**src/rtl/dilithium_input_adapter_if.sv**
```systemverilog
`default_nettype none
// ============================================================================
// Module      : dilithium_input_adapter_if
// Description : Host-side and core-side beat handshake of the input adapter.
// Revision    : 1.0 - initial release
// ============================================================================
interface dilithium_input_adapter_if;
    logic        valid_i;
    logic        ready_i;
    logic [63:0] data_i;
    logic        last_i;
    logic        core_valid_o;
    logic        core_ready_o;
    logic [63:0] core_data_o;

    // Adapter view.
    modport slave (
        input  valid_i, data_i, last_i, core_ready_o,
        output ready_i, core_valid_o, core_data_o
    );

    // Environment view (host + core).
    modport master (
        output valid_i, data_i, last_i, core_ready_o,
        input  ready_i, core_valid_o, core_data_o
    );
endinterface
`default_nettype wire

```
**src/rtl/dilithium_input_adapter.sv**
```systemverilog
`default_nettype none
// ============================================================================
// Module      : dilithium_input_adapter
// Description : Ingress framer; forwards host beats to the core, checks frame
//               length and last alignment, drains malformed frames.
// Revision    : 1.0 - initial release
// ============================================================================
module dilithium_input_adapter #(
    parameter int MAX_MLEN_BYTES = 65536,
    parameter int CNT_W          = 16
) (
    input  logic                      clk,
    input  logic                      rst,
    input  logic                      start,
    input  logic [1:0]                mode,
    input  logic [2:0]                sec_lvl,
    dilithium_input_adapter_if.slave  bus,
    output logic                      busy,
    output logic                      done,
    output logic                      error
);

    localparam logic [2:0] c_ST_IDLE  = 3'd0;
    localparam logic [2:0] c_ST_FIXED = 3'd1;
    localparam logic [2:0] c_ST_MLEN  = 3'd2;
    localparam logic [2:0] c_ST_MSG   = 3'd3;
    localparam logic [2:0] c_ST_DONE  = 3'd4;
    localparam logic [2:0] c_ST_ERR   = 3'd5;

    localparam logic [1:0] c_MODE_KEYGEN  = 2'd0;
    localparam logic [1:0] c_MODE_SIGN    = 2'd1;
    localparam logic [1:0] c_MODE_ILLEGAL = 2'd3;

    localparam logic [CNT_W-1:0] c_ONE = CNT_W'(1);

    logic [2:0]       r_state, w_state_nxt, w_cont;
    logic [CNT_W-1:0] r_cnt, w_cnt_nxt, w_fixed_words, w_msg_words;
    logic [1:0]       r_mode, w_mode_nxt;
    logic             r_err, w_err_nxt;
    logic             r_wait_last, w_wait_nxt;
    logic             w_cfg_ok, w_pass, w_xfer, w_final, w_bad_len, w_mlen_big;
    logic [31:0]      w_mlen;

    // Fixed-part word count per mode / security level.
    always_comb begin
        w_cfg_ok      = 1'b0;
        w_fixed_words = '0;
        if (mode != c_MODE_ILLEGAL) begin
            case (sec_lvl)
                3'd2: begin
                    w_cfg_ok      = 1'b1;
                    w_fixed_words = (mode == c_MODE_KEYGEN) ? CNT_W'(4) :
                                    (mode == c_MODE_SIGN)   ? CNT_W'(316) : CNT_W'(164 + 303);
                end
                3'd3: begin
                    w_cfg_ok      = 1'b1;
                    w_fixed_words = (mode == c_MODE_KEYGEN) ? CNT_W'(4) :
                                    (mode == c_MODE_SIGN)   ? CNT_W'(500) : CNT_W'(244 + 412);
                end
                3'd5: begin
                    w_cfg_ok      = 1'b1;
                    w_fixed_words = (mode == c_MODE_KEYGEN) ? CNT_W'(4) :
                                    (mode == c_MODE_SIGN)   ? CNT_W'(608) : CNT_W'(324 + 575);
                end
                default: ;
            endcase
        end
    end

    // A start cycle never consumes a beat, even mid-frame.
    assign w_pass = ((r_state == c_ST_FIXED) || (r_state == c_ST_MLEN) || (r_state == c_ST_MSG)) && !start;

    assign bus.core_valid_o = w_pass && bus.valid_i;
    assign bus.ready_i      = w_pass ? bus.core_ready_o : ((r_state == c_ST_ERR) && !start);
    assign bus.core_data_o  = bus.data_i;

    assign w_xfer      = bus.valid_i && bus.ready_i;
    assign w_mlen      = bus.data_i[31:0];
    assign w_mlen_big  = w_mlen > 32'(MAX_MLEN_BYTES);
    assign w_msg_words = CNT_W'((w_mlen + 32'd7) >> 3);

    always_comb begin
        w_state_nxt = r_state;
        w_cnt_nxt   = r_cnt;
        w_mode_nxt  = r_mode;
        w_err_nxt   = r_err;
        w_wait_nxt  = r_wait_last;
        w_final     = 1'b0;
        w_bad_len   = 1'b0;
        w_cont      = r_state;

        case (r_state)
            c_ST_FIXED: begin
                w_final = (r_cnt == c_ONE) && (r_mode == c_MODE_KEYGEN);
                w_cont  = (r_cnt == c_ONE) ? c_ST_MLEN : c_ST_FIXED;
            end
            c_ST_MLEN: begin
                w_final   = (w_mlen == 32'd0);
                w_bad_len = w_mlen_big;
                w_cont    = c_ST_MSG;
            end
            c_ST_MSG: begin
                w_final = (r_cnt == c_ONE);
            end
            default: ;
        endcase

        if (start) begin
            w_mode_nxt  = mode;
            w_cnt_nxt   = w_fixed_words;
            w_err_nxt   = !w_cfg_ok;
            w_wait_nxt  = 1'b0;
            w_state_nxt = w_cfg_ok ? c_ST_FIXED : c_ST_ERR;
        end else if (w_pass && w_xfer) begin
            w_cnt_nxt = (r_state == c_ST_MLEN) ? w_msg_words : (r_cnt - c_ONE);
            if (w_bad_len || (w_final && !bus.last_i) || (!w_final && bus.last_i)) begin
                // Wait for last only if the host has not already sent it.
                w_state_nxt = c_ST_ERR;
                w_err_nxt   = 1'b1;
                w_wait_nxt  = !bus.last_i;
            end else if (w_final) begin
                w_state_nxt = c_ST_DONE;
            end else begin
                w_state_nxt = w_cont;
            end
        end else if (r_state == c_ST_DONE) begin
            w_state_nxt = c_ST_IDLE;
        end else if ((r_state == c_ST_ERR) && (!r_wait_last || (w_xfer && bus.last_i))) begin
            w_state_nxt = c_ST_IDLE;
        end
    end

    always_ff @(posedge clk) begin
        if (rst) begin
            r_state     <= c_ST_IDLE;
            r_cnt       <= '0;
            r_mode      <= '0;
            r_err       <= 1'b0;
            r_wait_last <= 1'b0;
        end else begin
            r_state     <= w_state_nxt;
            r_cnt       <= w_cnt_nxt;
            r_mode      <= w_mode_nxt;
            r_err       <= w_err_nxt;
            r_wait_last <= w_wait_nxt;
        end
    end

    assign busy  = (r_state != c_ST_IDLE) && (r_state != c_ST_DONE);
    assign done  = (r_state == c_ST_DONE);
    assign error = r_err;

endmodule
`default_nettype wire

```
**src/flat_wrapper.sv**
```systemverilog
// flat-port wrapper written by rule: the top's interface ports become plain ports
module dilithium_input_adapter_flat 
#(
    parameter int MAX_MLEN_BYTES = 65536,
    parameter int CNT_W          = 16
)
  (clk, rst, start, mode, sec_lvl, busy, done, error, bus_valid_i, bus_data_i, bus_last_i, bus_core_ready_o, bus_ready_i, bus_core_valid_o, bus_core_data_o);
  dilithium_input_adapter_if bus_i ();
  input  logic clk;
  input  logic rst;
  input  logic start;
  input  logic [1:0] mode;
  input  logic [2:0] sec_lvl;
  output logic busy;
  output logic done;
  output logic error;
  input wire logic [$bits(bus_i.valid_i)-1:0] bus_valid_i;
  input wire logic [$bits(bus_i.data_i)-1:0] bus_data_i;
  input wire logic [$bits(bus_i.last_i)-1:0] bus_last_i;
  input wire logic [$bits(bus_i.core_ready_o)-1:0] bus_core_ready_o;
  output wire logic [$bits(bus_i.ready_i)-1:0] bus_ready_i;
  output wire logic [$bits(bus_i.core_valid_o)-1:0] bus_core_valid_o;
  output wire logic [$bits(bus_i.core_data_o)-1:0] bus_core_data_o;
  assign bus_i.valid_i = bus_valid_i;
  assign bus_i.data_i = bus_data_i;
  assign bus_i.last_i = bus_last_i;
  assign bus_i.core_ready_o = bus_core_ready_o;
  assign bus_ready_i = bus_i.ready_i;
  assign bus_core_valid_o = bus_i.core_valid_o;
  assign bus_core_data_o = bus_i.core_data_o;
  dilithium_input_adapter #(.MAX_MLEN_BYTES(MAX_MLEN_BYTES), .CNT_W(CNT_W)) u_core (.clk(clk), .rst(rst), .start(start), .mode(mode), .sec_lvl(sec_lvl), .bus(bus_i), .busy(busy), .done(done), .error(error));
endmodule
```
**config.mk**
```make
export PLATFORM = sky130hd
export DESIGN_NAME = dilithium_input_adapter_flat
export DESIGN_NICKNAME = d
export VERILOG_FILES = /design/src/rtl/dilithium_input_adapter_if.sv /design/src/rtl/dilithium_input_adapter.sv /design/src/flat_wrapper.sv
export SDC_FILE = /design/constraint.sdc
export NUM_CORES = 1
export LEC_CHECK = 0
export ABC_CLOCK_PERIOD_IN_PS = 2600
export BUFFER_PORTS_ARGS = -buffer_cell sky130_fd_sc_hd__buf_2
export CAP_MARGIN = 10
export CORE_AREA = 4 4 105 107
export DETAILED_ROUTE_END_ITERATION = 10
export DIE_AREA = 0 0 109 111
export SLEW_MARGIN = 10
export SYNTH_ARGS = -nofsm -noshare
export SYNTH_HDL_FRONTEND = slang
export SYNTH_SLANG_ARGS = --single-unit
export TNS_END_PERCENT = 1
```
**constraint.sdc**
```tcl
create_clock -name clk -period 2.6 [get_ports clk]
set_clock_uncertainty 0.2 [all_clocks]
set_input_delay 0.26 -clock clk [delete_from_list [all_inputs] [get_ports clk]]
set_output_delay 0.26 -clock clk [all_outputs]
set_load 0.05 [all_outputs]
```
==> reports/results.ini <==
[critical_path]
setup.worst_path.class=flop to flop
cp_slowest_cell=nor4_1
worstSetupStartpoint=u_core.r_cnt[4]$_SDFFE_PP0P_
endpoint_kind=flop
cp.arrival_ps=2290
worstReg2RegStart=u_core.r_cnt[4]$_SDFFE_PP0P_
cp_slowest_stage_delay_ps=470
rr_worst_depth=6
start_kind=flop
cp_cell_sequence=nor4_1 > nand4_1 > nor2_1 > a21oi_1 > a31o_2 > a211oi_1
path_max_fanout=7
ff2ff_setup_slack_ps=310
timing.rr.end=u_core.r_wait_last$_SDFFE_PP0P_
required_ps=2600

[hold_path]
hold_path_startpoint=mode[0]
whs_path_depth=3
hold_end=u_core.r_mode[0]$_SDFFE_PP0P_
hold_class=input pin to flop

[power_and_ir_drop]
power.density_nw_per_um2=393
peakVddDrop_mv=0.177
power.leakage_nw=1.06

[job]
maxCapViolCount=0

[synth]
yosys.area.top_type=buf_4
syn_nets=419
synth_top_area_share_pct=19.6
async_flop_share_pct=0
avgSynthCellArea_um2=7.27
synth_cell_types=52
syn-cell-area_um2=2490
seq_area_frac_synth_pct=18.5
syn_inst=342
synth_edf_count=0
synth_flop_cell=dfxtp_1
yosys-top-cells-area=buf_4 (20%), dfxtp_1 (19%), nor2_1 (4.8%)
synth_warnings=0
yosys_register_bits=23

[timing]
min_period_ps=2290
slew_viol_final=0
rsz0062_at_grt=false
hold_slack_ps=83.5
hold_violations=0
setup_violations=0
slew_headroom_pct=56.9
final.period_utilization_pct=88.0
max_slew.worst_pin.slew_ps=638
max_freq_ghz=0.437
setup_tns_ps=0

[clocking]
cts-root-buf=clkbuf_8
cts_setup_buffers=0
clkLatencyLatePin_ps=280
cts.clk_slew.worst_paths_ps=100
cts_buffer_depth=2
htree_levels=1
numCtsBuffers=3
holdBufCountCts=0
cts_tree=built
cts.sinks=23
ctsResizeCount=0

[placed_design]
placed_area_um2=2620
place_congestion=0.935
port_buffers=79
dpl.hpwl_mm=5.77

[finish]
drive_gt1_share_pct=28.7
finalInstanceArea_um2=2670
nets=441
utilization_pct=26.3
num_antenna_cells=0
nFillCells=1080
register_area_um2=460
syn_to_final_growth_pct=7.20
multi_input_area_um2=1470

[route]
viasPerCell=5.02
wl_per_cell_um=14.3
remaining_drc_errors=0
antenna_left=0
vias=2505
drtPass1Iterations=4
drt-initial-drc-count=109
wirelength_mm=7.11

[global_routing]
grt_max_degree=21
overflow=0
grt_pass1_vias=2408
antenna_found_initial=0
track_usage_pct=11.1
grt_pass1_wl_mm=11.1

[floorplan]
fp.dieArea_um2=12100
io-pin-count=144
core_um2=10100
num_rows=37
die_w_um=109
start_util_pct=24.5
dieHeight_um=111

[run_status]
status=completed

cell families (layout without fill, tap and decap cells):
family	Yosys count	count (layout)	synth area share [%]
AND/OR/NAND/NOR	137	137	29.5
buffers and inverters	84	105	22.6
AO/OA/AOI/OAI	73	73	20.1
flip-flops	23	23	18.5
XOR/XNOR	20	20	7.05
multiplexers	3	3	1.21
adder cells (fa/ha/maj)	2	2	1.01
flip-flops by register name (all words and copies together) (netlist names):
register and cells:
u_core.r_mode 2, u_core.error 1, u_core.r_cnt 16, u_core.r_wait_last 1
u_core.r_state 3
layout make-up:
type / count / area share (%)
multi-input cells: 235 / 55.2
repair buffers: 90 / 17.9
flip-flops and latches: 23 / 17.3
well taps: 136 / 6.38
clock buffers: 4 / 1.69
inverters: 11 / 1.55
worst max-delay path, delay by kind of cell, from the launching register on:
family | cells | cell delay (ps)
compound gates | 3 | 600
flops | 1 | 390
simple gates | 3 | 1030
how the worst max path moves through the flow:
| stage | to | cells after the start |
|---|---|---|
| after floorplan | bus_ready_i | 3 |
| after global placement | u_core.r_wait_last$_SDFFE_PP0P_ | 7 |
| after detailed placement | u_core.r_wait_last$_SDFFE_PP0P_ | 7 |
| after CTS | u_core.r_cnt[12]$_SDFFE_PP0P_ | 6 |
| after global routing | u_core.r_wait_last$_SDFFE_PP0P_ | 8 |
| final | u_core.r_wait_last$_SDFFE_PP0P_ | 6 |
synth_stat cells, drive strengths merged (2+ instances only):
cell and count:
a221oi 2, xor2 10, o31ai 2, nor2 32, a311oi 3, nor4 13, dfxtp 23, a31oi 4
or4 3, o22ai 5, o311ai 2, o211ai 8, and2 3, nor3b 2, buf 68, xnor2 10
nand4b 2, o21ai 19, ha 2, mux2i 3, nand2b 7, a211oi 4, nand3b 5, and3 4
o221ai 3, nor2b 3, nand2 31, inv 11, a21oi 11, nand4 4, clkbuf 5, nor4b 3
nor3 14, nand3 10, a31o 3, o21a 2
per-layer routing:
metal  vias to the layer above  part of all wire, %  GRT usage, %
met3                        12                  7.1          1.34
met4                         0                  1.9          4.38
met5                         -                    0             0
li1                       1213                    -             -
met1                      1188                   38          12.5
met2                        92                   53          20.7
through the flow:
stage / cells / total power, mW / worst slack [ps]
after global routing: 499 / 1.11 / 108
after global placement: 495 / 0.817 / 334
final: 499 / 1.05 / 313
after floorplan: 342 / 0.850 / 253
after CTS: 499 / 1.05 / 366
after detailed placement: 495 / 0.820 / 303
layout by cell type, fill, tap and decap left out, drive strengths merged, types with 5 or more instances in the layout:
| cell | Yosys | layout |
|---|---|---|
| inv | 11 | 11 |
| nand3b | 5 | 5 |
| nor2 | 32 | 32 |
| buf | 68 | 90 |
| nor3 | 14 | 14 |
| nand3 | 10 | 10 |
| o211ai | 8 | 8 |
| nand2 | 31 | 31 |
| a21oi | 11 | 11 |
| nand2b | 7 | 7 |
| o22ai | 5 | 5 |
| xor2 | 10 | 10 |
| dfxtp | 23 | 23 |
| nor4 | 13 | 13 |
| o21ai | 19 | 19 |
| xnor2 | 10 | 10 |
power breakdown:
part           leakage [nW]  total, mW  internal [mW]  switching, mW
logic                 0.851      0.421          0.143          0.278
clock network        0.0228      0.237          0.110          0.127
registers             0.188      0.390          0.368         0.0224
No activity file was read; power rests on OpenSTA's default activity.
